### src/rtl/tcp_msg_ptr_poller_engine.sv
// Flow poller: pops a flow, fetches its message request and ring indices, then
// notifies the app, requeues the flow, or drops an unsatisfiable request.
module tcp_msg_ptr_poller_engine #(
  parameter int FLOWID_W        = 8,
  parameter int BUF_W           = 12,
  parameter int LEN_W           = 16,
  parameter int CHK_SPACE_EMPTY = 0,
  parameter int CNT_W           = 32,
  localparam int IDX_W          = BUF_W + 1
) (
  input  logic                clk,
  input  logic                rst,
  input  logic                flowq_poller_val,
  input  logic [FLOWID_W-1:0] flowq_poller_flowid,
  output logic                poller_flowq_rdy,
  output logic                poller_flowq_wr_val,
  output logic [FLOWID_W-1:0] poller_flowq_wr_flowid,
  input  logic                flowq_poller_wr_rdy,
  output logic                poller_msgreq_rd_req_val,
  output logic [FLOWID_W-1:0] poller_msgreq_rd_req_flowid,
  input  logic                msgreq_poller_rd_req_rdy,
  input  logic                msgreq_poller_rd_resp_val,
  input  logic [LEN_W-1:0]    msgreq_poller_rd_resp_len,
  output logic                poller_msgreq_rd_resp_rdy,
  output logic                poller_idx_rd_req_val,
  output logic [FLOWID_W-1:0] poller_idx_rd_req_flowid,
  input  logic                idx_poller_rd_req_rdy,
  input  logic                idx_poller_rd_resp_val,
  input  logic [IDX_W-1:0]    idx_poller_rd_resp_base,
  input  logic [IDX_W-1:0]    idx_poller_rd_resp_end,
  output logic                poller_idx_rd_resp_rdy,
  output logic                poller_notif_val,
  output logic [FLOWID_W-1:0] poller_notif_flowid,
  output logic [IDX_W-1:0]    poller_notif_ptr,
  output logic [LEN_W-1:0]    poller_notif_len,
  input  logic                notif_poller_rdy,
  output logic                poller_bitvec_clr_val,
  output logic [FLOWID_W-1:0] poller_bitvec_clr_flowid,
  output logic                poller_err_val,
  output logic [CNT_W-1:0]    poller_notif_cnt,
  output logic [CNT_W-1:0]    poller_requeue_cnt
);

  localparam int CMP_W = (LEN_W > IDX_W) ? LEN_W : IDX_W;
  localparam logic [IDX_W-1:0] RING_IDX   = IDX_W'(1) << BUF_W;
  localparam logic [CMP_W-1:0] RING_BYTES = CMP_W'(RING_IDX);

  typedef enum logic [2:0] {
    S_READY, S_ISSUE, S_RESP, S_CALC, S_NOTIF, S_REQUEUE, S_ERR
  } state_t;

  state_t              state;
  logic [FLOWID_W-1:0] flowid_q;
  logic [LEN_W-1:0]    len_q;
  logic [IDX_W-1:0]    base_q;
  logic [IDX_W-1:0]    end_q;

  logic [IDX_W-1:0]    occ_raw;
  logic [IDX_W-1:0]    occ;
  logic [IDX_W-1:0]    avail;
  logic                len_too_big;
  logic                len_fits;

  // The latched flow ID is the payload of every flow-addressed output; it only
  // changes on a pop, after the trailing clear pulse has already gone out.
  assign poller_msgreq_rd_req_flowid = flowid_q;
  assign poller_idx_rd_req_flowid    = flowid_q;
  assign poller_flowq_wr_flowid      = flowid_q;
  assign poller_notif_flowid         = flowid_q;
  assign poller_bitvec_clr_flowid    = flowid_q;

  // NOTE: every always_comb output gets a value on every path, so no latch is inferred.
  always_comb begin
    occ_raw     = end_q - base_q;
    occ         = (occ_raw > RING_IDX) ? RING_IDX : occ_raw;
    avail       = (CHK_SPACE_EMPTY != 0) ? (RING_IDX - occ) : occ;
    len_too_big = CMP_W'(len_q) > RING_BYTES;
    len_fits    = CMP_W'(len_q) <= CMP_W'(avail);
  end

  // NOTE: sequential state uses non-blocking assignments so all registers update together.
  always_ff @(posedge clk) begin
    if (rst) begin
      state                     <= S_READY;
      flowid_q                  <= '0;
      len_q                     <= '0;
      base_q                    <= '0;
      end_q                     <= '0;
      poller_flowq_rdy          <= 1'b0;
      poller_flowq_wr_val       <= 1'b0;
      poller_msgreq_rd_req_val  <= 1'b0;
      poller_msgreq_rd_resp_rdy <= 1'b0;
      poller_idx_rd_req_val     <= 1'b0;
      poller_idx_rd_resp_rdy    <= 1'b0;
      poller_notif_val          <= 1'b0;
      poller_notif_ptr          <= '0;
      poller_notif_len          <= '0;
      poller_bitvec_clr_val     <= 1'b0;
      poller_err_val            <= 1'b0;
      poller_notif_cnt          <= '0;
      poller_requeue_cnt        <= '0;
    end else begin
      poller_bitvec_clr_val <= 1'b0;
      poller_err_val        <= 1'b0;
      case (state)
        S_READY: begin
          if (poller_flowq_rdy && flowq_poller_val) begin
            flowid_q                 <= flowq_poller_flowid;
            poller_flowq_rdy         <= 1'b0;
            poller_msgreq_rd_req_val <= 1'b1;
            poller_idx_rd_req_val    <= 1'b1;
            state                    <= S_ISSUE;
          end else begin
            poller_flowq_rdy <= 1'b1;
          end
        end
        S_ISSUE: begin
          if (msgreq_poller_rd_req_rdy) poller_msgreq_rd_req_val <= 1'b0;
          if (idx_poller_rd_req_rdy)    poller_idx_rd_req_val    <= 1'b0;
          if ((!poller_msgreq_rd_req_val || msgreq_poller_rd_req_rdy) &&
              (!poller_idx_rd_req_val    || idx_poller_rd_req_rdy)) begin
            poller_msgreq_rd_resp_rdy <= 1'b1;
            poller_idx_rd_resp_rdy    <= 1'b1;
            state                     <= S_RESP;
          end
        end
        S_RESP: begin
          if (poller_msgreq_rd_resp_rdy && msgreq_poller_rd_resp_val) begin
            len_q                     <= msgreq_poller_rd_resp_len;
            poller_msgreq_rd_resp_rdy <= 1'b0;
          end
          if (poller_idx_rd_resp_rdy && idx_poller_rd_resp_val) begin
            base_q                 <= idx_poller_rd_resp_base;
            end_q                  <= idx_poller_rd_resp_end;
            poller_idx_rd_resp_rdy <= 1'b0;
          end
          if ((!poller_msgreq_rd_resp_rdy || msgreq_poller_rd_resp_val) &&
              (!poller_idx_rd_resp_rdy    || idx_poller_rd_resp_val)) begin
            state <= S_CALC;
          end
        end
        S_CALC: begin
          if (len_too_big) begin
            poller_err_val        <= 1'b1;
            poller_bitvec_clr_val <= 1'b1;
            state                 <= S_ERR;
          end else if (len_fits) begin
            poller_notif_val <= 1'b1;
            poller_notif_ptr <= (CHK_SPACE_EMPTY != 0) ? end_q : base_q;
            poller_notif_len <= len_q;
            state            <= S_NOTIF;
          end else begin
            poller_flowq_wr_val <= 1'b1;
            state               <= S_REQUEUE;
          end
        end
        S_NOTIF: begin
          if (poller_notif_val && notif_poller_rdy) begin
            poller_notif_val      <= 1'b0;
            poller_bitvec_clr_val <= 1'b1;
            if (poller_notif_cnt != '1) poller_notif_cnt <= poller_notif_cnt + CNT_W'(1);
            poller_flowq_rdy      <= 1'b1;
            state                 <= S_READY;
          end
        end
        S_REQUEUE: begin
          // The active bit stays set: the flow is still pending in the poll queue.
          if (poller_flowq_wr_val && flowq_poller_wr_rdy) begin
            poller_flowq_wr_val <= 1'b0;
            if (poller_requeue_cnt != '1) poller_requeue_cnt <= poller_requeue_cnt + CNT_W'(1);
            poller_flowq_rdy    <= 1'b1;
            state               <= S_READY;
          end
        end
        S_ERR: begin
          poller_flowq_rdy <= 1'b1;
          state            <= S_READY;
        end
        default: state <= S_READY;
      endcase
    end
  end

endmodule

### config.mk
export PLATFORM = sky130hd
export DESIGN_NAME = tcp_msg_ptr_poller_engine
export DESIGN_NICKNAME = d
export VERILOG_FILES = /design/src/rtl/tcp_msg_ptr_poller_engine.sv
export SDC_FILE = /design/constraint.sdc
export NUM_CORES = 1
export LEC_CHECK = 0
export CAP_MARGIN = 5
export CORE_MARGIN = 8
export CORE_UTILIZATION = 49
export DETAILED_ROUTE_END_ITERATION = 6
export PLACE_DENSITY = 0.8
export SYNTH_ARGS = -nofsm -noshare
export SYNTH_HDL_FRONTEND = slang
export SYNTH_SLANG_ARGS = --single-unit
### constraint.sdc
create_clock -name clk -period 6 [get_ports clk]
set_input_delay 1.2 -clock clk [delete_from_list [all_inputs] [get_ports clk]]
set_output_delay 1.2 -clock clk [all_outputs]
set_load 0.02 [all_outputs]
==> results of run 1 <==
## registers in the layout (all words and copies together), names as in the netlist, 3 cells and up
name and cells:
poller_notif_len 16, poller_notif_cnt 32, poller_requeue_cnt 32, len_q 16, poller_bitvec_clr_flowid 8, poller_notif_ptr 13
state 3, base_q 13, end_q 13
## area by class of cell
class	instances	area [um2]	area share, %
tap	211	264.0	2.575
clock inverter	13	211.5	2.063
inverter	32	120.1	1.172
clock buffer	19	452.9	4.418
multi-input combinational	660	4068	39.68
sequential	155	3103	30.27
antenna	1	2.502	0.02441
timing repair buffer	204	2029	19.80
## stage by stage
step / instance area [um2] / setup slack [ns] / instances / hold slack (ns) / util (%)
6_report: 10250 / 1.286 / 1295 / 0.4606 / 67.18
3_5_place_dp: 9584 / 1.362 / 1262 / 0.4522 / 62.81
3_3_place_gp: 9584 / 1.464 / 1262 / 0.4494 / 62.81
2_1_floorplan: 7687 / 1.777 / 926 / 0.4363 / -
4_1_cts: 10250 / 1.310 / 1294 / 0.4604 / 67.17
5_1_grt: 10250 / 0.7289 / 1295 / 0.4866 / 67.18
## layout by cell type, fill, tap and decap left out, types with 10 or more instances in the layout
cell type,count
nand3_1,53
xnor2_1,41
nand4_1,13
clkdlybuf4s50_1,199
dfxtp_1,155
ha_1,27
o21ai_0,49
nor4_1,10
nor2_1,89
a21oi_1,98
nand2_1,86
mux2i_1,28
or3_1,16
and3_1,11
clkbuf_16,17
and4_1,11
inv_1,32
nor3_1,17
## tightest hold or removal path, delay by kind of cell (launching register included)
family / cells / cell delay (ns)
AOI/OAI and AO/OA: 1 / 0.05
and+or+nand+nor: 1 / 0.05
DFF: 1 / 0.31
## cell families after synthesis
kind of cell / count (synthesis) / synth area share [%]
and+or+nand+nor: 353 / 22.97
AOI/OAI and AO/OA: 202 / 15.61
DFF: 155 / 40.36
buffers and inverters: 111 / 7.048
xor gates and xnor gates: 45 / 5.127
muxes: 32 / 4.232
adders and majority gates: 28 / 4.655
## layer usage
| metal | track usage (%) | up-vias | part of all wire, % |
|---|---|---|---|
| li1 | - | 3540 | - |
| met4 | 6.505 | 0 | 1.5 |
| met3 | 5.334 | 19 | 5.7 |
| met5 | 0 | - | 0 |
| met2 | 36.67 | 196 | 49 |
| met1 | 25.58 | 3379 | 44 |
## worst max-delay path by stage
stage | start | to | slack [ns] | cells past startpoint
after floorplan | end_q[0]$_SDFFE_PP0P_ | poller_notif_len[6]$_SDFFE_PP0P_ | 1.78 | 18
after global placement | base_q[4]$_SDFFE_PP0P_ | poller_notif_len[15]$_SDFFE_PP0P_ | 1.46 | 15
after detailed placement | end_q[0]$_SDFFE_PP0P_ | poller_notif_len[12]$_SDFFE_PP0P_ | 1.36 | 16
after CTS | base_q[4]$_SDFFE_PP0P_ | poller_notif_len[12]$_SDFFE_PP0P_ | 1.31 | 15
after global routing | end_q[0]$_SDFFE_PP0P_ | poller_notif_len[10]$_SDFFE_PP0P_ | 0.73 | 17
final | base_q[4]$_SDFFE_PP0P_ | poller_notif_len[0]$_SDFFE_PP0P_ | 1.29 | 15
## where the power goes
part	switching, mW	leakage (nW)	internal, mW	total, mW
registers	0.0445	1.25	1.06	1.10
clock network	0.434	0.313	0.763	1.20
logic	0.362	1.87	0.239	0.601
total	0.840	3.43	2.06	2.90
==> impl_metrics.yaml, run 1 <==
global_routing:
  overflow: 0
  grt_pass1_vias: 6746
  grtUsageTotal_pct: 21.27
  grt_max_degree: 108
  grt_pass1_wl_mm: 34.51
  grt_antenna_before_repair: 1
drt:
  first_pass_iters: 5
  wl_per_cell_um: 16.67
  avgViaCountPerCell: 5.509
  drtIter0Drc: 532
  drc: 0
  drt_wl_total_mm: 21.58
  ant_nets: 0
  vias: 7134
die:
  placementRows: 45
  dieArea_um2: 19950
  fp.dieH_um: 141.3
  core-area_um2: 15260
  start_util_pct: 50.38
  dieWidth_um: 141.3
  pin_count: 201
sta:
  setup_viol: 0
  tightest_slew_ns: 1.165
  rsz0062_at_grt: "no"
  fmax_ghz: 0.2121
  finalCriticalPeriod_ns: 4.714
  finalClockSkew_ns: 0.008603
  slew_viol_final: 0
  fin_crit_sh_pct: 78.57
  setup_tns_ns: 0
  slew_headroom_pct: 22.01
  finalHoldViolCount: 0
hold_path:
  min_from: "end_q[0]$_SDFFE_PP0P_"
  hold_end: "end_q[0]$_SDFFE_PP0P_"
  min_path_type: "flop to flop"
  holdPathStages: 2
placement:
  hpwl_mm: 15.57
  routabilityCongestion: 0.9070
  numPortBuffers: 200
power:
  vdd_drop_max_v: 0.0001975
  power_per_cell_area_nw_per_um2: 283.0
  p_total_mw: 2.901
  p_leak_nw: 3.431
setup_path:
  slowest_delay_ns: 0.68
  critPathLaunchType: "flop"
  r2r_cells: 15
  worstPathArrival_ns: 4.98
  slowest_stage: "xnor2_1"
  crit_buf_inv: 1
  critPathRequiredTime_ns: 6.27
  end_kind: "flop"
  worstPathMaxFanout: 28
  r2r-end: "poller_notif_len[0]$_SDFFE_PP0P_"
  critPathKind: "flop to flop"
  cp_cell_sequence: "inv_1 > ha_1 > a21o_1 > a21o_1 > o2111ai_1 > a31oi_1 > xnor2_1 > o311ai_0 > ha_1 > and3_1 > a221oi_1 > o211ai_1 > o22a_1 > o21ai_0 > a21oi_1"
  crit_family: "compound AO/OA/AOI/OAI gates"
  r2r_slack_ns: 1.29
  r2r_start: "base_q[4]$_SDFFE_PP0P_"
yosys:
  ys_top_cells_by_count: "155 x dfxtp_1, 98 x a21oi_1, 89 x nor2_1, 86 x nand2_1, 53 x nand3_1"
  syn_area_um2: 7687
  synth-seq-area-share_pct: 40.36
  synthesis.nets: 1013
  synth_ff_type: "dfxtp_1"
  synth_async_sr_flop_share_pct: 0
  yosysMostFrequentCell: "dfxtp_1"
  synth_top_area_cell: "dfxtp_1"
  ys_seq_elements: 155
  synth-edff-count: 0
  yosysUniqueCellTypes: 60
  synth_cells: 926
  ys_warn_count: 0
  syn_area_per_cell_um2: 8.302
  netlist_top_cells_area: "dfxtp_1 40%, a21oi_1 6.4%, xnor2_1 4.7%"
  synth_top_cell_area_share_pct: 40.36
cts:
  cts_tree: "done"
  cts-root-buf: "clkbuf_16"
  clkTransAtPathRegs_ns: 0.06
  post_cts_resize_count: 0
  clock_latency_ns: 0.43
  clock_path_buffers: 2
  cts_max_level: 4
  cts_buffers: 17
  cts.sinks: 155
  cts_hold_buf: 0
  post-cts-setup-buffer-count: 0
finish:
  syn_to_final_growth_pct: 33.35
  fillerInstances: 1238
  nets: 1157
  drive_gt1_share_pct: 5.263
outcome:
  status: "completed"
run:
  cap_violations: 0
(Power assumes the default switching activity.)
==> inputs of run 2 (changes only) <==
CORE_UTILIZATION = 45   (was 49)
PLACE_DENSITY = 0.78   (was 0.8)
clock period = 4.3 ns   (was 6 ns; I/O delays follow)
==> run 2 against run 1 <==
Against the previous run:
- clock power increased by 23%
- wire length rose by 1.1%
- die area grew 7.9%
- sequential share of layout area decreased by 0.15 points
- hold slack barely moved
- non-clock buffer count rose by 13
- core utilization is 5.3 points lower
- count of clock-buffer cells in the layout rose by 8
- total power rose by 37%
- register-to-register slack worse by 1.1 ns
- clock skew is 0.0016 ns higher
==> impl_metrics.yaml, run 2 (same netlist as run 1, synthesis figures left out) <==
outcome:
  status: "completed"
sta:
  slew_viol_final: 0
  tightest_slew_ns: 1.204
  setup_viol: 0
  setup_tns_ns: 0
  fmax_ghz: 0.2424
  fin_crit_sh_pct: 95.95
  slew_headroom_pct: 19.48
  finalClockSkew_ns: 0.01022
  finalCriticalPeriod_ns: 4.126
  hold_slack_ns: 0.4608
  finalHoldViolCount: 0
drt:
  drt_wl_total_mm: 21.81
  drc: 0
  drtIter0Drc: 540
  vias: 7227
  ant_nets: 0
  wl_per_cell_um: 16.59
  avgViaCountPerCell: 5.496
  first_pass_iters: 5
placement:
  numPortBuffers: 200
  routabilityCongestion: 0.9226
  hpwl_mm: 15.81
die:
  dieWidth_um: 146.7
  core-area_um2: 16640
  placementRows: 47
  start_util_pct: 46.19
  dieArea_um2: 21520
  pin_count: 201
  fp.dieH_um: 146.7
finish:
  post-route-util_pct: 61.90
  fillerInstances: 1436
  reg_top3: "poller_notif_cnt x32, poller_requeue_cnt x32"
  drive_gt1_share_pct: 6.484
  layout_common_cells: "199 x clkdlybuf4s50_1, 155 x dfxtp_1, 97 x a21oi_1"
  layout_commonest_cell: "clkdlybuf4s50_1"
  antenna_cells: 0
  nets: 1170
  syn_to_final_growth_pct: 34.00
global_routing:
  grt_antenna_before_repair: 0
  grt_pass1_wl_mm: 35.97
  grt_pass1_vias: 6983
  grt_max_degree: 107
  grtUsageTotal_pct: 20.09
  overflow: 0
hold_path:
  holdPathStages: 2
  min_path_type: "flop to flop"
setup_path:
  critPathLaunchType: "flop"
  end_kind: "flop"
  critPathKind: "flop to flop"
  worstPathMaxFanout: 10
  r2r_cells: 18
  critPathRequiredTime_ns: 4.56
  worstPathArrival_ns: 4.39
power:
  vdd_drop_max_v: 0.0002885
  p_total_mw: 3.970
  power_per_cell_area_nw_per_um2: 385.4
  p_leak_nw: 3.459
cts:
  cts_max_level: 4
  clock_latency_ns: 0.43
  cts.sinks: 155
  clock_path_buffers: 2
  clkTransAtPathRegs_ns: 0.06
  cts_tree: "done"
  cts-root-buf: "clkbuf_16"
  cts_buffers: 17
run:
  cap_violations: 0
run 2: through the flow:
step	cell area, um2	std cells	worst slack (ns)
6_report	10300	1315	0.1740
3_3_place_gp	9641	1277	0.1162
4_1_cts	10240	1310	0.05395
5_1_grt	10300	1315	-0.01828
2_1_floorplan	7687	926	0.07738
3_5_place_dp	9641	1277	-0.1080
run 2: critical path, stage by stage (launching register included):
cell and delay [ns]:
dfxtp_1 0.33, inv_1 0.05, ha_1 0.19, fa_1 0.38
nand2b_1 0.20, a21oi_2 0.18, o2111ai_1 0.18, a31oi_1 0.26
xnor2_1 0.19, buf_4 0.17, or3b_2 0.48, ha_4 0.30
nand4_1 0.11, nor2_1 0.13, mux2i_1 0.11, o22a_2 0.28
buf_4 0.18, o21ai_0 0.16, a21oi_1 0.09
run 2: layout make-up:
type,count,area [um2],area share (%)
sequential,155,3103,30.12
inverter,32,120.1,1.166
timing repair buffer,217,2127,20.65
clock inverter,4,53.80,0.5223
tap,220,275.3,2.672
clock buffer,27,523.0,5.077
multi-input combinational,660,4099,39.79
run 2: path summary, 6_finish.rpt:
check	slack, ns	end	startpoint
min reg2reg	0.46	end_q[11]$_SDFFE_PP0P_	end_q[11]$_SDFFE_PP0P_
max	0.17	poller_notif_len[3]$_SDFFE_PP0P_	end_q[0]$_SDFFE_PP0P_
max reg2reg	0.17	poller_notif_len[3]$_SDFFE_PP0P_	end_q[0]$_SDFFE_PP0P_
min	0.46	end_q[11]$_SDFFE_PP0P_	end_q[11]$_SDFFE_PP0P_
run 2: power by group:
part	switching [mW]	internal (mW)	total [mW]
Clock	0.583	0.889	1.47
Combinational	0.542	0.417	0.959
Sequential	0.0613	1.48	1.54
Total	1.19	2.78	3.97
run 2: timing repair:
action                     CTS  global route
gates resized for setup      2             9
pin swaps                    1             4
setup endpoints to repair   23            32
hold buffers                 0             0
buffers inserted             2             5
run 2: per-layer routing:
| layer | GRT usage [%] | vias to the layer above | routed length, um |
|---|---|---|---|
| li1 | - | 3568 | - |
| met1 | 24.32 | 3414 | 9706 |
| met2 | 34.47 | 218 | 10800 |
| met3 | 4.361 | 27 | 1025 |
| met4 | 7.007 | 0 | 277 |
| met5 | 0 | - | 0 |
